**src/rtl/vend_pkg.sv**
```systemverilog
// Shared types and constants for the vending-machine coin sequencer.
package vend_pkg;

  typedef enum logic [1:0] {
    COLLECT,
    VEND,
    PAYOUT
  } state_t;

  localparam int unsigned COIN1 = 1;
  localparam int unsigned COIN5 = 5;

endpackage

```
**src/rtl/vend_edge.sv**
```systemverilog
// One-bit rising-edge detector. The previous-sample register tracks the live level,
// including while in reset, so a level held through reset never reads as an edge.
module vend_edge (
  input  logic clk,
  input  logic rst,
  input  logic level,
  output logic rise
);

  logic prev;

  always_ff @(posedge clk) begin
    prev <= level;
  end

  assign rise = level & ~prev & ~rst;

endmodule

```
**src/rtl/vend_sequencer.sv**
```systemverilog
// Coin-credit controller: owns the credit count and sequences the dispenser
// (item/item_ack) and the change hopper (change/hopper_rdy).
module vend_sequencer
  import vend_pkg::*;
#(
  parameter int unsigned PRICE    = 3,
  parameter int unsigned CREDIT_W = 4
) (
  input  logic                clk,
  input  logic                rst,
  input  logic                P1,
  input  logic                P5,
  input  logic                R,
  input  logic                item_ack,
  input  logic                hopper_rdy,
  output logic                item,
  output logic                change,
  output logic                coin_rej,
  output logic                busy,
  output logic [CREDIT_W-1:0] credit
);

  localparam logic [CREDIT_W-1:0] PRICE_C = CREDIT_W'(PRICE);
  localparam logic [CREDIT_W-1:0] VAL1    = CREDIT_W'(COIN1);
  localparam logic [CREDIT_W-1:0] VAL5    = CREDIT_W'(COIN5);
  localparam logic [CREDIT_W-1:0] ONE     = CREDIT_W'(1);

  logic ev_p1;
  logic ev_p5;
  logic ev_r;

  vend_edge u_edge_p1 (.clk(clk), .rst(rst), .level(P1), .rise(ev_p1));
  vend_edge u_edge_p5 (.clk(clk), .rst(rst), .level(P5), .rise(ev_p5));
  vend_edge u_edge_r  (.clk(clk), .rst(rst), .level(R),  .rise(ev_r));

  state_t              state;
  logic                coin_ev;
  logic                refund_go;
  logic [CREDIT_W-1:0] sum;

  // A simultaneous P1+P5 credits the 5; an R with no credit is treated as absent.
  always_comb begin
    coin_ev   = ev_p1 | ev_p5;
    refund_go = ev_r & (credit != '0);
    sum       = credit + (ev_p5 ? VAL5 : VAL1);
  end

  always_ff @(posedge clk) begin
    if (rst) begin
      state    <= COLLECT;
      credit   <= '0;
      item     <= 1'b0;
      change   <= 1'b0;
      coin_rej <= 1'b0;
      busy     <= 1'b0;
    end else begin
      change   <= 1'b0;
      coin_rej <= 1'b0;
      unique case (state)
        COLLECT: begin
          if (refund_go) begin
            state    <= PAYOUT;
            busy     <= 1'b1;
            coin_rej <= coin_ev;
          end else if (coin_ev) begin
            coin_rej <= ev_p1 & ev_p5;
            if (sum >= PRICE_C) begin
              state  <= VEND;
              credit <= sum - PRICE_C;
              item   <= 1'b1;
              busy   <= 1'b1;
            end else begin
              credit <= sum;
            end
          end
        end
        VEND: begin
          coin_rej <= coin_ev;
          if (item_ack) begin
            item <= 1'b0;
            if (credit != '0) begin
              state <= PAYOUT;
            end else begin
              state <= COLLECT;
              busy  <= 1'b0;
            end
          end
        end
        PAYOUT: begin
          coin_rej <= coin_ev;
          if (hopper_rdy && credit != '0) begin
            change <= 1'b1;
            credit <= credit - ONE;
            if (credit == ONE) begin
              state <= COLLECT;
              busy  <= 1'b0;
            end
          end
        end
        default: begin
          state <= COLLECT;
          busy  <= 1'b0;
        end
      endcase
    end
  end

endmodule

```
**config.mk**
```make
export PLATFORM = sky130hd
export DESIGN_NAME = vend_sequencer
export DESIGN_NICKNAME = d
export VERILOG_FILES = /design/src/rtl/vend_pkg.sv /design/src/rtl/vend_edge.sv /design/src/rtl/vend_sequencer.sv
export SDC_FILE = /design/constraint.sdc
export NUM_CORES = 1
export LEC_CHECK = 0
export BUFFER_PORTS_ARGS = -buffer_cell sky130_fd_sc_hd__clkbuf_2
export CAP_MARGIN = 30
export CORE_MARGIN = 2
export CORE_UTILIZATION = 58
export DETAILED_ROUTE_END_ITERATION = 10
export PLACE_DENSITY = 0.82
export REMOVE_ABC_BUFFERS = 1
export SLEW_MARGIN = 20
export SYNTH_ARGS = -nofsm -noshare
export SYNTH_HDL_FRONTEND = slang
export SYNTH_SLANG_ARGS = --single-unit
```
**constraint.sdc**
```tcl
create_clock -name clk -period 3.7 [get_ports clk]
set_input_delay 0.185 -clock clk [delete_from_list [all_inputs] [get_ports clk]]
set_output_delay 0.185 -clock clk [all_outputs]
set_load 0.1 [all_outputs]
```
==> results.yml <==
run_status:
  outcome: "completed"
clocking:
  cts_tree: "built"
  cts_sinks: 13
  htree_levels: 1
  cts_buffers: 3
  cts.clk_slew.worst_paths_ps: 80
  clock_path_buffers: 2
  clock_latency_ps: 280
  hold_buffers: 0
  post-cts-setup-buffer-count: 0
  cts-root-buf: "clkbuf_4"
  ctsResizeCount: 0
floorplan:
  start_util_pct: 60.8
  dieArea_um2: 1870
  die_h_um: 43.3
  io_pins: 15
  core_area_um2: 1470
  fp.dieW_um: 43.3
  row_count: 14
place:
  io_buffers: 14
  routabilityCongestion: 0.926
  dpl.hpwl_um: 1550
  placed_cells: 137
timing:
  relSlewSlack_pct: 62.1
  fin_tns_setup_ps: 0
  hold_violations: 0
  rsz0062_at_grt: "false"
  fin_crit_sh_pct: 68.1
  fin_skew_ps: 3.93
  min_period_ps: 2520
  worst_slew_pin_slew_ps: 565
  setup_viol: 0
  fmaxAchievable_mhz: 397
  slew_viol_final: 0
final_layout:
  fin_cells: 141
  syn_to_final_growth_pct: 10.5
  register_area_um2: 260
  multi_input_area_um2: 571
  n_fill_cell: 125
  nNetsFinal: 142
  final_layout_size_suffix_gt1_share_pct: 16.0
  antenna_cells: 0
yosys:
  synthXorXnorAreaFrac_pct: 0.979
  synthSimpleGateAreaFrac_pct: 18.6
  synth-compound-area-share_pct: 29.2
  avgSynthCellArea_um2: 8.06
  post-synth-top-area-fraction_pct: 29.1
  yosys.cell_types.count: 36
  synthMuxAreaShare_pct: 2.38
  synth_edf_count: 0
  synth_top_family_by_area: "compound AO/OA/AOI/OAI gates"
  ys_ff_latch: 13
  synth.most_common_cell: "dfxtp_1"
  synthCells: 111
  synth_common_cells: "dfxtp_1 (13), inv_1 (11), ha_1 (9)"
  ys.flop_type: "dfxtp_1"
  yosys-top-cells-area: "dfxtp_1 (29%), ha_1 (13%), inv_1 (4.6%), a21oi_1 (4.5%), o21ai_0 (3.9%)"
  synth-async-reset-ratio_pct: 0
  synth_area_um2: 895
  yosysWarnings: 0
  yosysTopAreaCell: "dfxtp_1"
  synth-seq-area-share_pct: 29.1
  synthAdderAreaFrac_pct: 12.6
routing:
  wl_per_cell_um: 14.8
  drt_iter0_drc: 28
  drt_wl_total_um: 2090
  via_per_inst: 6.43
  drt_pass1_iterations: 4
  vias: 906
  post-route-drc-count: 0
  antenna_left: 0
worst_setup_path:
  r2r_cells: 7
  cp.arrival_ps: 2740
  rr_endpoint: "credit[0]"
  r2r-start: "credit[0]"
  critical_path.max_fanout: 11
  end_kind: "flip-flop"
  r2r_setup_slack_ps: 1180
  start_kind: "flip-flop"
  worstSetupPathType: "flip-flop to flip-flop"
  crit_required_ps: 3920
global_routing:
  grt_pass1_vias: 829
  grt_max_degree: 14
  grt_pass1_wl_um: 3500
  grt_overflow_total: 0
  antenna_found_initial: 0
  grt_usage_pct: 24.7
hold_path:
  min_from: "R"
  hold_path_end: "u_edge_r.prev"
  hold_path.class: "primary input to flip-flop"
  min_path_cells: 1
power:
  clkPwrFrac_pct: 9.7
  intPower_mw: 0.401
  power_density_nw_per_um2: 954
  ir_drop_v: 0.000528
  pwr-share-seq_pct: 23.8
  power_leakage_nw: 0.431
  p_switching_mw: 0.542
  power_frac_comb_pct: 66.5
  swShare_pct: 57.5
run:
  cap_viol_max_count: 0
worst max path at each step:
stage          startpoint         to  slack [ps]
2_1_floorplan   credit[2]  credit[0]         850
3_3_place_gp    credit[0]  credit[0]        1280
3_5_place_dp    credit[0]  credit[0]        1250
4_1_cts         credit[0]  credit[0]        1230
5_1_grt         credit[0]  credit[0]        1090
6_report        credit[0]  credit[0]        1180
worst max-delay path, stage by stage (launching register included):
cell	delay, ps
dfxtp_1	430
inv_1	170
ha_1	250
or3b_4	430
a221o_1	430
a21o_1	260
or3_1	360
a21oi_1	140
per-stage QoR:
step / power [mW] / area (µm²) / hold slack [ps] / worst slack [ps] / utilization [%]
2_1_floorplan: 0.720 / 872 / 213 / 852 / -
3_3_place_gp: 0.822 / 962 / 300 / 1280 / 65.4
3_5_place_dp: 0.839 / 962 / 304 / 1250 / 65.4
4_1_cts: 0.931 / 988 / 17.1 / 1230 / 67.2
5_1_grt: 1.00 / 988 / 10.0 / 1090 / 67.2
6_report: 0.943 / 988 / 11.1 / 1180 / 67.2
logic make-up after synthesis:
group | count (synthesis)
buf+inv | 15
compound gates | 38
xor+xnor | 1
flops | 13
mux | 2
simple gates | 33
fa+ha+maj | 9
layout by cell type, fill, tap and decap left out, types with 2 or more instances in the layout:
master    count
o21a_1        2
a31oi_1       2
ha_1          9
a21oi_1       8
a211oi_1      3
a21o_1        3
inv_1        11
nand2b_1      3
nor2_1        8
clkbuf_4      3
clkbuf_2     14
o21ai_0       7
nor3_1        5
nand3_1       5
nor2b_1       2
nand2_1       6
dfxtp_1      13
o31ai_1       2
area by class of cell:
type | instances | area share (%)
Timing Repair Buffer | 14 | 7.09
Tap cell | 16 | 2.03
Inverter | 11 | 4.18
Clock buffer | 4 | 2.66
Multi-Input combinational cell | 83 | 57.7
Sequential cell | 13 | 26.3
state kept, by name, summed over array words and instances (netlist names):
| register | flops |
|---|---|
| u_edge_p5.prev | 1 |
| change | 1 |
| busy | 1 |
| state | 2 |
| credit | 4 |
| coin_rej | 1 |
| u_edge_r.prev | 1 |
| item | 1 |
| u_edge_p1.prev | 1 |
power groups by stage:
stage / Sequential (mW) / Combinational [mW] / Clock [mW]
after floorplan: 0.395 / 0.325 / 0
after detailed placement: 0.226 / 0.613 / 0
final: 0.224 / 0.627 / 0.0914
after CTS: 0.223 / 0.619 / 0.0904
after global routing: 0.230 / 0.672 / 0.0993
after global placement: 0.225 / 0.597 / 0
routing by layer:
layer / GRT usage (%) / vias to the layer above / share of wire [%]
met1: 29.8 / 417 / 40
met4: 12.7 / 0 / 2.1
met5: 0 / - / 0
met3: 4.68 / 9 / 7.2
li1: - / 437 / -
met2: 41.2 / 43 / 50
(Power assumes the default switching activity.)
